[src/rtl/rom_sequencer_if.sv]
// Command bus between the ROM sequencer and the downstream consumer.
// The sequencer is the master: it offers bus_data_o under bus_valid_o and
// the consumer accepts it with bus_ready_i.
interface rom_sequencer_if #(
    parameter int OPW = 10
);
    logic           bus_valid_o;
    logic           bus_ready_i;
    logic [OPW-1:0] bus_data_o;

    modport master (
        output bus_valid_o,
        output bus_data_o,
        input  bus_ready_i
    );

    modport slave (
        input  bus_valid_o,
        input  bus_data_o,
        output bus_ready_i
    );
endinterface

[src/rtl/rom_sequencer.sv]
// ROM-driven command sequencer. Fetches 3-bit-opcode instructions from a
// registered-read ROM and executes NOP / WR / WAIT / JMP / HALT. Every
// output is a register, updated on the same edge as the state transition,
// so each output always reflects the state it belongs to.
module rom_sequencer #(
    parameter  int ADDR_WIDTH = 8,
    parameter  int DATA_WIDTH = 13,
    localparam int OPW        = DATA_WIDTH - 3
) (
    input  logic                  clk_i,
    input  logic                  rst_i,
    input  logic                  start_i,
    input  logic [ADDR_WIDTH-1:0] start_addr_i,
    output logic [ADDR_WIDTH-1:0] rom_addr_o,
    output logic                  rom_rden_o,
    input  logic [DATA_WIDTH-1:0] rom_data_i,
    rom_sequencer_if.master       bus,
    output logic                  busy_o,
    output logic                  done_o,
    output logic                  err_o
);

    typedef enum logic [2:0] {
        IDLE,
        FETCH,
        DECODE,
        WRITE,
        WAIT
    } state_t;

    localparam logic [2:0] OP_NOP  = 3'b000;
    localparam logic [2:0] OP_WR   = 3'b001;
    localparam logic [2:0] OP_WAIT = 3'b010;
    localparam logic [2:0] OP_JMP  = 3'b011;
    localparam logic [2:0] OP_HALT = 3'b100;

    state_t                state;
    logic [ADDR_WIDTH-1:0] pc;
    logic [OPW-1:0]        cnt;
    logic                  rden_q;
    logic                  valid_q;
    logic [OPW-1:0]        data_q;
    logic                  busy_q;
    logic                  done_q;
    logic                  err_q;

    logic [2:0]            op;
    logic [OPW-1:0]        operand;

    assign op      = rom_data_i[DATA_WIDTH-1 -: 3];
    assign operand = rom_data_i[OPW-1:0];

    assign rom_addr_o      = pc;
    assign rom_rden_o      = rden_q;
    assign bus.bus_valid_o = valid_q;
    assign bus.bus_data_o  = data_q;
    assign busy_o          = busy_q;
    assign done_o          = done_q;
    assign err_o           = err_q;

    // Sequencer FSM: state, PC, wait counter and all registered outputs.
    always_ff @(posedge clk_i) begin
        if (rst_i) begin
            state   <= IDLE;
            pc      <= '0;
            cnt     <= '0;
            rden_q  <= 1'b0;
            valid_q <= 1'b0;
            data_q  <= '0;
            busy_q  <= 1'b0;
            done_q  <= 1'b0;
            err_q   <= 1'b0;
        end else begin
            // done is a single-cycle pulse; only the end-of-program paths raise it
            done_q <= 1'b0;
            unique case (state)
                IDLE: begin
                    if (start_i) begin
                        pc     <= start_addr_i;
                        err_q  <= 1'b0;
                        rden_q <= 1'b1;
                        busy_q <= 1'b1;
                        state  <= FETCH;
                    end
                end

                FETCH: begin
                    // ROM read was issued this cycle; its data is valid in DECODE
                    rden_q <= 1'b0;
                    state  <= DECODE;
                end

                DECODE: begin
                    // JMP overrides this increment below; the width wraps naturally
                    pc <= pc + ADDR_WIDTH'(1);
                    unique case (op)
                        OP_NOP: begin
                            rden_q <= 1'b1;
                            state  <= FETCH;
                        end
                        OP_WR: begin
                            data_q  <= operand;
                            valid_q <= 1'b1;
                            state   <= WRITE;
                        end
                        OP_WAIT: begin
                            if (operand == '0) begin
                                rden_q <= 1'b1;
                                state  <= FETCH;
                            end else begin
                                cnt   <= operand;
                                state <= WAIT;
                            end
                        end
                        OP_JMP: begin
                            pc     <= operand[ADDR_WIDTH-1:0];
                            rden_q <= 1'b1;
                            state  <= FETCH;
                        end
                        OP_HALT: begin
                            done_q <= 1'b1;
                            busy_q <= 1'b0;
                            state  <= IDLE;
                        end
                        default: begin
                            err_q  <= 1'b1;
                            done_q <= 1'b1;
                            busy_q <= 1'b0;
                            state  <= IDLE;
                        end
                    endcase
                end

                WRITE: begin
                    // valid_q is high throughout WRITE, so ready alone completes the handshake
                    if (bus.bus_ready_i) begin
                        valid_q <= 1'b0;
                        rden_q  <= 1'b1;
                        state   <= FETCH;
                    end
                end

                WAIT: begin
                    cnt <= cnt - OPW'(1);
                    if (cnt == OPW'(1)) begin
                        rden_q <= 1'b1;
                        state  <= FETCH;
                    end
                end

                default: begin
                    state <= IDLE;
                end
            endcase
        end
    end

endmodule

[src/flat_wrapper.sv]
// flat-port wrapper written by rule: the top's interface ports become plain ports
module rom_sequencer_flat 
#(
    parameter  int ADDR_WIDTH = 8,
    parameter  int DATA_WIDTH = 13,
    localparam int OPW        = DATA_WIDTH - 3
)
  (clk_i, rst_i, start_i, start_addr_i, rom_addr_o, rom_rden_o, rom_data_i, busy_o, done_o, err_o, bus_bus_valid_o, bus_bus_data_o, bus_bus_ready_i);
  rom_sequencer_if #(.OPW(((13) - 3))) bus_i ();
  input  logic clk_i;
  input  logic rst_i;
  input  logic start_i;
  input  logic [ADDR_WIDTH-1:0] start_addr_i;
  output logic [ADDR_WIDTH-1:0] rom_addr_o;
  output logic rom_rden_o;
  input  logic [DATA_WIDTH-1:0] rom_data_i;
  output logic busy_o;
  output logic done_o;
  output logic err_o;
  output wire logic [$bits(bus_i.bus_valid_o)-1:0] bus_bus_valid_o;
  output wire logic [$bits(bus_i.bus_data_o)-1:0] bus_bus_data_o;
  input wire logic [$bits(bus_i.bus_ready_i)-1:0] bus_bus_ready_i;
  assign bus_bus_valid_o = bus_i.bus_valid_o;
  assign bus_bus_data_o = bus_i.bus_data_o;
  assign bus_i.bus_ready_i = bus_bus_ready_i;
  rom_sequencer #(.ADDR_WIDTH(ADDR_WIDTH), .DATA_WIDTH(DATA_WIDTH)) u_core (.clk_i(clk_i), .rst_i(rst_i), .start_i(start_i), .start_addr_i(start_addr_i), .rom_addr_o(rom_addr_o), .rom_rden_o(rom_rden_o), .rom_data_i(rom_data_i), .bus(bus_i), .busy_o(busy_o), .done_o(done_o), .err_o(err_o));
endmodule
[config.mk]
export PLATFORM = sky130hd
export DESIGN_NAME = rom_sequencer_flat
export DESIGN_NICKNAME = d
export VERILOG_FILES = /design/src/rtl/rom_sequencer_if.sv /design/src/rtl/rom_sequencer.sv /design/src/flat_wrapper.sv
export SDC_FILE = /design/constraint.sdc
export NUM_CORES = 1
export LEC_CHECK = 0
export BUFFER_PORTS_ARGS = -buffer_cell sky130_fd_sc_hd__buf_2
export CORE_MARGIN = 1.5
export CORE_UTILIZATION = 40
export CTS_CLUSTER_DIAMETER = 80
export CTS_CLUSTER_SIZE = 14
export DETAILED_ROUTE_END_ITERATION = 6
export REMOVE_ABC_BUFFERS = 1
export SLEW_MARGIN = 20
export SYNTH_ARGS = -nofsm -noshare
export SYNTH_HDL_FRONTEND = slang
export SYNTH_SLANG_ARGS = --single-unit
export TNS_END_PERCENT = 5
[constraint.sdc]
create_clock -name clk_i -period 2 [get_ports clk_i]
set_clock_uncertainty 0.05 [all_clocks]
set_input_delay 0.1 -clock clk_i [delete_from_list [all_inputs] [get_ports clk_i]]
set_output_delay 0.1 -clock clk_i [all_outputs]
set_load 0.02 [all_outputs]
== Yosys cells after proc, flatten, opt, wreduce, memory -nomap -nowiden ==
Cells that the tools add are included.

* Latch bits: 0
* Register bits after elaboration: 36
* Word-level logic and storage cells: 77
* Memories kept: 0
* Bits of input ports: 25
* Bits in writable memories: 0
* Output and inout bits: 23
* Memory bits (read-only): 0

* Shift-type cells: 0
* Add/subtract/negate cells: 2
* Muxes and demuxes: 27
* Divide/modulo/power cells: 0
* Reduce and logical (&&, ||, !) cells: 19
* Eq/ne operators: 19
* Bitwise operators: 1
* $lt $le $gt $ge: 0
* $mul: 0

{| class="wikitable"
|+ Operators with widths
! cell !! number
|-
| 2-to-1 mux 10 bit || 2
|-
| one-hot mux 10 bit (2 select lines) || 1
|-
| 2-to-1 mux 8 bit || 2
|-
| one-hot mux 8 bit (2 select lines) || 1
|-
| one-hot mux 3 bit (5 select lines) || 1
|-
| AND reduction 3 bit || 5
|-
| == test 3 x 2 -> 1 bit, second input constant || 4
|-
| 2-to-1 mux 3 bit || 4
|-
| != test 2 bit, second input constant || 6
|-
| == test 10 x 1 -> 1 bit, second input constant || 1
|-
| zero test 10 bit || 1
|-
| 2-to-1 mux 1 bit || 10
|-
| subtractor 10 x 1 -> 10 bit, second input constant || 1
|-
| one-hot mux 3 bit (3 select lines) || 1
|-
| adder 8 x 1 -> 8 bit, second input constant || 1
|-
| one-hot mux 1 bit (2 select lines) || 4
|-
| == test 3 x 1 -> 1 bit, second input constant || 2
|-
| == test 3 bit, second input constant || 2
|-
| zero test 3 bit || 2
|-
| != test 3 x 2 -> 1 bit, second input constant || 2
|-
| AND reduction 6 bit || 1
|-
| nonzero test 2 bit || 3
|-
| one-hot mux 1 bit (5 select lines) || 1
|-
| nonzero test 5 bit || 1
|-
| other kinds (6) || 9
|}

== Depth between registers and ports, before layout ==
Gate-level depths: netlist of run 1.

* Depth in word-level cells: 4
* Depth in mapped cells: 7
* Depth with buffers taken out: 6

== Worst setup path before layout of run 1 ==
No wires, ideal clock.

* Path kind: flip-flop to flip-flop
* Start point: register u_core.state[0]
* End point: register u_core.cnt[9]
* Path buffers: 2
* Period minus slack after synthesis: 1829 ps
* Stages on the path, launching flop included: 8
* Data arrival time: 1647 ps
* Setup slack: 171 ps
* Path through: dfxtp_1 buf_2 or3b_2 buf_2 nor4_1 a31oi_1 mux2i_1 a21oi_1

* Word-level cells in the longest chain between the ends: 3

{| class="wikitable"
|+ RTL lines
! item !! line !! source
|-
| start: declaration || rom_sequencer.sv:37 || <nowiki>state_t state;</nowiki>
|-
| start signal: assignment || rom_sequencer.sv:64 || <nowiki>state <= IDLE;</nowiki>
|-
| start signal: assignment || rom_sequencer.sv:83 || <nowiki>state <= FETCH;</nowiki>
|-
| start signal: assignment || rom_sequencer.sv:90 || <nowiki>state <= DECODE;</nowiki>
|-
| == test 3 x 2 -> 1 bit or == test 3 bit (tied branches) || rom_sequencer.sv:76 || <nowiki>unique case (state)</nowiki>
|-
| != test 2 bit (no line) (tied with other cells) || - ||
|-
| AND reduction 3 bit (no line) || - ||
|-
| end signal: assignment || rom_sequencer.sv:111 || <nowiki>cnt <= operand;</nowiki>
|-
| end signal: assignment || rom_sequencer.sv:144 || <nowiki>cnt <= cnt - OPW'(1);</nowiki>
|-
| end: declaration || rom_sequencer.sv:39 || <nowiki>logic [OPW-1:0] cnt;</nowiki>
|}

Several ways; a longest one is shown, not always the timed one.
A chain may end at the register's enable or synchronous reset.

== Worst setup path in the final report of run 1 ==
* Start point: register u_core.state[2]
* End point: register u_core.cnt[9]

The elaborated chain is that of the path after synthesis.

==> results of run 1 <==
state kept, by name (all words and copies together), names as in the netlist:
| name | count |
|---|---|
| u_core.bus.bus_data_o | 10 |
| u_core.bus.bus_valid_o | 1 |
| u_core.busy_o | 1 |
| u_core.cnt | 10 |
| u_core.done_o | 1 |
| u_core.err_o | 1 |
| u_core.rom_addr_o | 8 |
| u_core.rom_rden_o | 1 |
| u_core.state | 3 |
synth_stat cells:
master / n
sky130_fd_sc_hd__nand3_1: 11
sky130_fd_sc_hd__o21ai_0: 3
sky130_fd_sc_hd__buf_2: 4
sky130_fd_sc_hd__a311oi_2: 1
sky130_fd_sc_hd__nor4b_1: 1
sky130_fd_sc_hd__nor3_1: 12
sky130_fd_sc_hd__xor2_1: 2
sky130_fd_sc_hd__clkbuf_1: 7
sky130_fd_sc_hd__and3_1: 2
sky130_fd_sc_hd__inv_1: 7
sky130_fd_sc_hd__nand4_1: 4
sky130_fd_sc_hd__or2_2: 1
sky130_fd_sc_hd__nand2_1: 9
sky130_fd_sc_hd__or3b_1: 1
sky130_fd_sc_hd__nor4_1: 4
sky130_fd_sc_hd__nor3b_1: 1
sky130_fd_sc_hd__nand4b_1: 1
sky130_fd_sc_hd__o22ai_1: 3
sky130_fd_sc_hd__o311ai_2: 1
sky130_fd_sc_hd__o211ai_1: 1
sky130_fd_sc_hd__buf_4: 1
sky130_fd_sc_hd__a32oi_1: 2
sky130_fd_sc_hd__a31oi_1: 6
sky130_fd_sc_hd__nand3b_1: 4
sky130_fd_sc_hd__and4_1: 1
sky130_fd_sc_hd__mux2i_1: 17
sky130_fd_sc_hd__nor2b_1: 4
sky130_fd_sc_hd__nor3b_2: 2
sky130_fd_sc_hd__and2_1: 1
sky130_fd_sc_hd__o21ai_1: 1
sky130_fd_sc_hd__or3b_2: 1
sky130_fd_sc_hd__nor4b_4: 1
sky130_fd_sc_hd__dfxtp_1: 36
sky130_fd_sc_hd__o31ai_1: 1
sky130_fd_sc_hd__nand2_2: 1
sky130_fd_sc_hd__nor2_1: 32
sky130_fd_sc_hd__a211oi_1: 9
sky130_fd_sc_hd__a311oi_1: 1
sky130_fd_sc_hd__o21a_1: 1
sky130_fd_sc_hd__a21oi_1: 24
sky130_fd_sc_hd__buf_6: 1
sky130_fd_sc_hd__xnor2_1: 4
sky130_fd_sc_hd__ha_1: 3
worst max-delay path by stage:
| stage | end |
|---|---|
| after floorplan | u_core.rom_addr_o[1] |
| after global placement | u_core.cnt[9] |
| after detailed placement | u_core.cnt[7] |
| after CTS | u_core.cnt[4] |
| after global routing | u_core.cnt[9] |
| final | u_core.cnt[9] |
worst max-delay path, cell delays in order (launching register included):
cell and delay (ns):
sky130_fd_sc_hd__dfxtp_1 0.38, sky130_fd_sc_hd__or3b_2 0.49, sky130_fd_sc_hd__nor4_1 0.35, sky130_fd_sc_hd__a31oi_1 0.14
sky130_fd_sc_hd__mux2i_1 0.16, sky130_fd_sc_hd__a21oi_1 0.07
cell families after synthesis:
group / after synthesis
AOI/OAI and AO/OA: 54
adders and majority gates: 3
DFF: 36
and+or+nand+nor: 94
xor gates and xnor gates: 6
buffers and inverters: 20
muxes: 17
cell type report:
cell class,instances,area [µm²],share of cell area [%]
clock inverter,3,42.5,1.77
sequential,36,721,30.1
tap,54,67.6,2.82
inverter,7,26.3,1.10
clock buffer,5,68.8,2.87
timing repair buffer,63,355,14.8
multi-input combinational,174,1120,46.6
routing by layer:
metal  up-vias  wire [µm]  share of wire, %  GRT usage [%]
li1        955          -                 -              -
met3         4        249               5.1           3.89
met4         0         24              0.49           6.29
met1       894       2350                48           27.5
met5         -          0                 0              0
met2        51       2230                46           31.7
per-stage QoR:
stage	setup TNS, ns	std cells	total power [W]
after floorplan	-4.98	217	0.000952
after global placement	0	334	0.00108
after detailed placement	0	334	0.00108
after CTS	0	342	0.00173
after global routing	0	342	0.00179
final	0	342	0.00171
power groups by stage:
stage / clock network [W] / logic (W) / registers (W)
floorplan: 0 / 0.000123 / 0.000829
global placement: 0 / 0.000276 / 0.000799
detailed placement: 0 / 0.000277 / 0.000799
CTS: 0.000668 / 0.000278 / 0.000783
global route: 0.000693 / 0.000308 / 0.000788
finish: 0.000652 / 0.000275 / 0.000783
placed cells by master (no fill, tap or decap), types with 2 or more instances in the layout:
cell / n
sky130_fd_sc_hd__nor3b_2: 2
sky130_fd_sc_hd__nor2b_1: 4
sky130_fd_sc_hd__buf_2: 47
sky130_fd_sc_hd__nor3_1: 12
sky130_fd_sc_hd__inv_1: 7
sky130_fd_sc_hd__nand3b_1: 4
sky130_fd_sc_hd__o21ai_0: 3
sky130_fd_sc_hd__a211oi_1: 9
sky130_fd_sc_hd__a32oi_1: 2
sky130_fd_sc_hd__nand3_1: 11
sky130_fd_sc_hd__a31oi_1: 6
sky130_fd_sc_hd__nor2_1: 32
sky130_fd_sc_hd__xnor2_1: 4
sky130_fd_sc_hd__mux2i_1: 17
sky130_fd_sc_hd__ha_1: 3
sky130_fd_sc_hd__and3_1: 2
sky130_fd_sc_hd__nor4_1: 4
sky130_fd_sc_hd__buf_4: 16
sky130_fd_sc_hd__dfxtp_1: 36
sky130_fd_sc_hd__xor2_1: 2
sky130_fd_sc_hd__a21oi_1: 24
sky130_fd_sc_hd__nand2_1: 9
sky130_fd_sc_hd__nand4_1: 4
sky130_fd_sc_hd__o22ai_1: 3
sky130_fd_sc_hd__clkbuf_8: 5
==> summary.log, run 1 <==
qor: synth.synth_top_area_share 37.5%
qor: power.seq_power_share 45.8%
qor: clocking.worst_setup_hold_path_clk_slew 0.08 ns
qor: sta.slew_headroom 54.1%
qor: synth.mapped_avg_cell_area 8.36 µm²
qor: power.power_switching 0.000476 W
qor: routing.drt-initial-drc-count 86
qor: placed_design.dp.final_hpwl 3480 µm
qor: power.clkPwrFrac 38.1%
qor: synth.postSynthCellCount 230
qor: critical_path.cp-end-kind flop
qor: global_routing.grt_antenna_before_repair 0
qor: floorplan.num_io_pins 48
qor: layout.final_layout_size_suffix_gt1_share 27.8%
qor: routing.detail-route-antenna-nets 0
qor: min_path.worstHoldPathCells 3
qor: clocking.clock_sinks 36
qor: floorplan.die_height 72.3 µm
qor: layout.fillers 467
qor: clocking.cts-resized-gates 0
qor: global_routing.vias_in_the_first_global_route 1712
qor: sta.final-setup-viol-count 0
qor: layout.final_cell_utilization_of_the_core 51.4%
qor: clocking.clock_buffer_count_from_cts 5
qor: placed_design.numPortBuffers 47
qor: sta.postLayoutSetupSlackWorst 0.215 ns
qor: placed_design.dpl_cell_area 2290 µm²
qor: layout.antenna-diode-count 0
qor: sta.finalHoldWorstSlack 0.0332 ns
qor: floorplan.design.core.area 4660 µm²
qor: min_path.worst_hold_path_type in -> reg
qor: synth.main_combinational_cell_family_by_area_after_synthesis simple AND/OR/NAND/NOR gates
qor: synth.number_of_synthesized_register_bits 36
qor: critical_path.arrival 1.88 ns
qor: global_routing.grtUsageTotal 20.0%
qor: clocking.htree_levels 2
qor: layout.areaGrowthSynthToFinish 24.7%
qor: critical_path.crit_start u_core.state[2]
qor: placed_design.gp_congestion 0.884
qor: synth.synth_adder_area_share 1.95%
qor: clocking.hold_buffers 0
qor: critical_path.timing.critical_path.required 2.10 ns
qor: synth.synth_largest_area_cell sky130_fd_sc_hd__dfxtp_1
qor: placed_design.post-place-ws 0.235 ns
qor: clocking.clock_path_buffers 2
qor: routing.drc_errors 0
qor: routing.wl_per_cell 14.2 µm
qor: power.irDropWorstVdd 0.295 mV
qor: synth.cell_area_after_synthesis 1920 µm²
qor: floorplan.fp.dieArea 5230 µm²
qor: layout.fin_area 2400 µm²
qor: synth.synth-simple-area-share 26.3%
qor: synth.synthXorXnorAreaFrac 2.73%
qor: sta.timing_hold_violations_final 0
qor: global_routing.grt_start_max_net_pins 37
qor: critical_path.r2r.worst_path.cells 5
qor: synth.post_synth_main_area_contributors sky130_fd_sc_hd__dfxtp_1, sky130_fd_sc_hd__mux2i_1, sky130_fd_sc_hd__a21oi_1, sky130_fd_sc_hd__nor2_1, sky130_fd_sc_hd__a211oi_1
qor: synth.synthMuxAreaShare 8.85%
qor: job.drv.max_cap_violation_count 0
qor: synth.synth_compound_area_share 17.9%
qor: synth.synth.yosys.seq_area_share 37.5%
qor: global_routing.grt_first_pass_wirelength 8120 µm
qor: routing.total_via_count_after_detailed_routing 1904
qor: critical_path.worstReg2RegStart u_core.state[2]
qor: min_path.worst_hold_path.endpoint u_core.rom_addr_o[6]
qor: critical_path.worst-setup-path-type reg -> reg
qor: critical_path.worstReg2RegEnd u_core.cnt[9]
qor: layout.fin_nets 315
qor: power.p_per_area 714 nW/µm²
qor: floorplan.chipWidth 72.3 µm
qor: critical_path.cp_max_fo 4
qor: power.combPwrFrac 16.1%
qor: synth.yosysUniqueCellTypes 43
qor: sta.worst-slew-pin-transition 0.689 ns
qor: clocking.worst_skew_pair.late_latency 0.29 ns
qor: sta.fmax 560 MHz
qor: status.status completed
qor: synth.yosys_warnings 0
qor: sta.final.min_clock_period 1.79 ns
qor: global_routing.grt_overflow_total 0
qor: power.cell_internal_pwr 0.00123 W
qor: routing.postRouteWirelength 4850 µm
qor: sta.grt_setup_unrepaired false
qor: critical_path.timing.critical_path.from_type flop
qor: floorplan.initial_utilization 41.2%
qor: power.power_leakage 1.07 nW
qor: power.power.switching_fraction 27.8%
qor: sta.timing.final.max_slew_violations 0
qor: clocking.cts_setup_buffers 0
qor: clocking.cts-root-buf sky130_fd_sc_hd__clkbuf_8
qor: min_path.hold_path.startpoint start_addr_i[6]
qor: routing.detail_route.vias_per_cell 5.57
qor: sta.timing.final.crit_share 89.3%
qor: critical_path.setup.reg_to_reg.worst_slack 0.21 ns
qor: floorplan.floorplan.rows 25
qor: clocking.tritoncts yes
qor: routing.drt_pass1_iterations 4
Note: power is estimated with default switching activity, not from simulation.
==> inputs of run 2 (changes only) <==
CELL_PAD_IN_SITES_DETAIL_PLACEMENT = 1   (was unset)
CELL_PAD_IN_SITES_GLOBAL_PLACEMENT = 2   (was unset)
CORE_UTILIZATION = 30   (was 40)
PLACE_DENSITY_LB_ADDON = 0.1   (was unset)
==> run 2 against run 1 <==
Effect of this change:
- clock power shrank 15%
- critical path type unchanged
- sequential power is essentially flat
- sequential cell count is the same
- combinational power grew 6%
==> summary.log, run 2 (synthesis gave the netlist of run 1 again) <==
qor: clocking.worst_skew_pair.late_latency 0.29 ns [about the same]
qor: power.power_leakage 1.07 nW [about the same]
qor: sta.timing_hold_violations_final 0 [unchanged]
qor: global_routing.grt_first_pass_wirelength 9850 µm [+21%]
qor: layout.final_layout_size_suffix_gt1_share 28.3% [+0.50 points]
qor: critical_path.path_cells or3b_2 -> nor4_1 -> a31oi_1 -> mux2i_1 -> a21oi_1
qor: floorplan.fp.dieArea 6900 µm² [+32%]
qor: placed_design.dp.final_hpwl 4500 µm [+29%]
qor: layout.layout_common_cells sky130_fd_sc_hd__buf_2, sky130_fd_sc_hd__dfxtp_1, sky130_fd_sc_hd__nor2_1
qor: critical_path.cp_max_fo 3 [-1]
qor: job.drv.max_cap_violation_count 0 [unchanged]
qor: critical_path.timing.critical_path.required 2.12 ns [+0.02 ns]
qor: floorplan.initial_utilization 31.7% [-9.5 points]
qor: clocking.hold_buffers 0 [unchanged]
qor: floorplan.chipWidth 83.0 µm [+15%]
qor: routing.drc_errors 0 [unchanged]
qor: layout.fin_nets 317 [+0.63%]
qor: floorplan.die_height 83.0 µm [+15%]
qor: global_routing.grt_antenna_before_repair 0 [unchanged]
qor: critical_path.crit_path_top_delay_cell sky130_fd_sc_hd__or3b_2
qor: clocking.clock_path_buffers 2 [unchanged]
qor: routing.detail-route-antenna-nets 0 [unchanged]
qor: sta.final.min_clock_period 1.86 ns [+0.0775 ns]
qor: sta.totalNegativeSetupSlack 0 ns [unchanged]
qor: sta.fmax 537 MHz [-4.2%]
qor: floorplan.num_io_pins 48 [unchanged]
qor: placed_design.gp_congestion 0.782 [-12%]
qor: clocking.clock_buffer_count_from_cts 5 [unchanged]
qor: clocking.clock_sinks 36 [unchanged]
qor: routing.detail_route.vias_per_cell 5.21 [-6.4%]
qor: clocking.cts_setup_buffers 0 [unchanged]
qor: sta.timing.final.crit_share 93.1% [+3.9 points]
qor: critical_path.cp-end-kind flop
qor: sta.final-setup-viol-count 0 [unchanged]
qor: global_routing.grtUsageTotal 17.8% [-2.2 points]
qor: routing.total_via_count_after_detailed_routing 1901 [-0.16%]
qor: global_routing.grt_overflow_total 0 [unchanged]
qor: critical_path.arrival 1.98 ns [+0.10 ns]
qor: min_path.hold_path.startpoint rom_data_i[8]
qor: critical_path.worstReg2RegStart u_core.state[2]
qor: clocking.htree_levels 2 [unchanged]
qor: sta.grt_setup_unrepaired false
qor: placed_design.numPortBuffers 47 [unchanged]
qor: floorplan.floorplan.rows 28 [+12%]
qor: power.p_per_area 672 nW/µm² [-5.8%]
qor: critical_path.timing.critical_path.from_type flop
qor: power.irDropWorstVdd 0.385 mV [+30%]
qor: clocking.tritoncts yes
qor: clocking.cts-root-buf sky130_fd_sc_hd__clkbuf_8
qor: critical_path.setup.reg_to_reg.worst_slack 0.14 ns [-0.08 ns]
qor: layout.mostFrequentLayoutCell sky130_fd_sc_hd__buf_2
qor: clocking.worst_setup_hold_path_clk_slew 0.08 ns [about the same]
qor: min_path.worst_hold_path.endpoint u_core.bus.bus_data_o[8]
qor: layout.areaGrowthSynthToFinish 26.2%
qor: clocking.cts-resized-gates 0 [unchanged]
qor: routing.drt_pass1_iterations 4 [unchanged]
qor: global_routing.vias_in_the_first_global_route 1932 [+13%]
qor: layout.antenna-diode-count 0 [unchanged]
qor: sta.worst-slew-pin-transition 0.554 ns [-0.136 ns]
qor: floorplan.design.core.area 6060 µm² [+30%]
qor: routing.wl_per_cell 16.2 µm [+14%]
qor: min_path.worstHoldPathCells 3 [unchanged]
qor: layout.final_cell_utilization_of_the_core 40.0% [-11 points]
qor: critical_path.critical_path.max_stage_delay 0.50 ns [about the same]
qor: status.status completed
qor: critical_path.worst-setup-path-type reg -> reg
qor: routing.postRouteWirelength 5920 µm [+22%]
qor: routing.drt-initial-drc-count 29 [-66%]
qor: sta.slew_headroom 62.7% [+8.7 points]
qor: global_routing.grt_start_max_net_pins 24 [-35%]
qor: min_path.worst_hold_path_type in -> reg
qor: sta.timing.final.max_slew_violations 0 [unchanged]
qor: critical_path.r2r.worst_path.cells 5 [unchanged]
qor: critical_path.worstReg2RegEnd u_core.cnt[9]
-- run 2: cell count changes in the layout (fill, tap and decap cells not counted) --
cell	previous run	this run
sky130_fd_sc_hd__buf_4	16	18
sky130_fd_sc_hd__bufinv_16	1	0
sky130_fd_sc_hd__clkbuf_8	5	6
sky130_fd_sc_hd__clkinv_2	1	0
sky130_fd_sc_hd__clkinvlp_4	1	2
-- run 2: cell type report --
type | count | area [µm²]
clock buffers | 6 | 82.6
flip-flops and latches | 36 | 721
inverters | 7 | 26.3
multi-input cells | 174 | 1120
well taps | 75 | 93.8
fillers | 768 | 3640
repair buffers | 65 | 370
clock inverters | 2 | 15.0
-- run 2: report_power, final --
part | internal (W) | leakage, nW | switching (W) | total [W]
registers | 0.000748 | 0.293 | 0.0000323 | 0.000780
logic | 0.000122 | 0.731 | 0.000170 | 0.000292
clock network | 0.000279 | 0.0434 | 0.000278 | 0.000557
-- run 2: worst max-delay path by stage --
| stage | startpoint | end | slack, ns | cells after the start |
|---|---|---|---|---|
| floorplan | u_core.state[0] | u_core.rom_addr_o[1] | -0.51 | 4 |
| global placement | u_core.state[2] | u_core.cnt[9] | 0.20 | 5 |
| detailed placement | u_core.state[2] | u_core.cnt[9] | 0.16 | 5 |
| CTS | u_core.state[2] | u_core.cnt[9] | 0.16 | 5 |
| global route | u_core.state[2] | u_core.cnt[9] | 0.002 | 5 |
| finish | u_core.state[2] | u_core.cnt[9] | 0.14 | 5 |
-- run 2: worst max-delay path, delay by kind of cell, from the launching register on --
family | cells | cell delay (ns)
multiplexers | 1 | 0.17
AO/OA/AOI/OAI | 2 | 0.24
flip-flops | 1 | 0.36
AND/OR/NAND/NOR | 2 | 0.94
-- run 2: per-layer routing --
layer  up-vias  global-route usage (%)  part of all wire (%)
met5         -                       0                     0
met4         0                    5.30                  0.79
met3         6                    3.38                   3.8
met2        36                    29.5                    47
met1       902                    23.5                    49
li1        957                       -                     -
-- run 2: metrics by stage --
stage | hold slack [ns] | power, W | instance area, µm² | setup WS [ns] | std cells
after floorplan | 0.119 | 0.000952 | 1860 | -0.507 | 217
after detailed placement | 0.346 | 0.00109 | 2330 | 0.164 | 357
final | 0.0401 | 0.00163 | 2420 | 0.137 | 365
after global routing | 0.0552 | 0.00173 | 2420 | 0.00183 | 365
after CTS | 0.0328 | 0.00166 | 2420 | 0.161 | 365
after global placement | 0.336 | 0.00109 | 2330 | 0.196 | 357
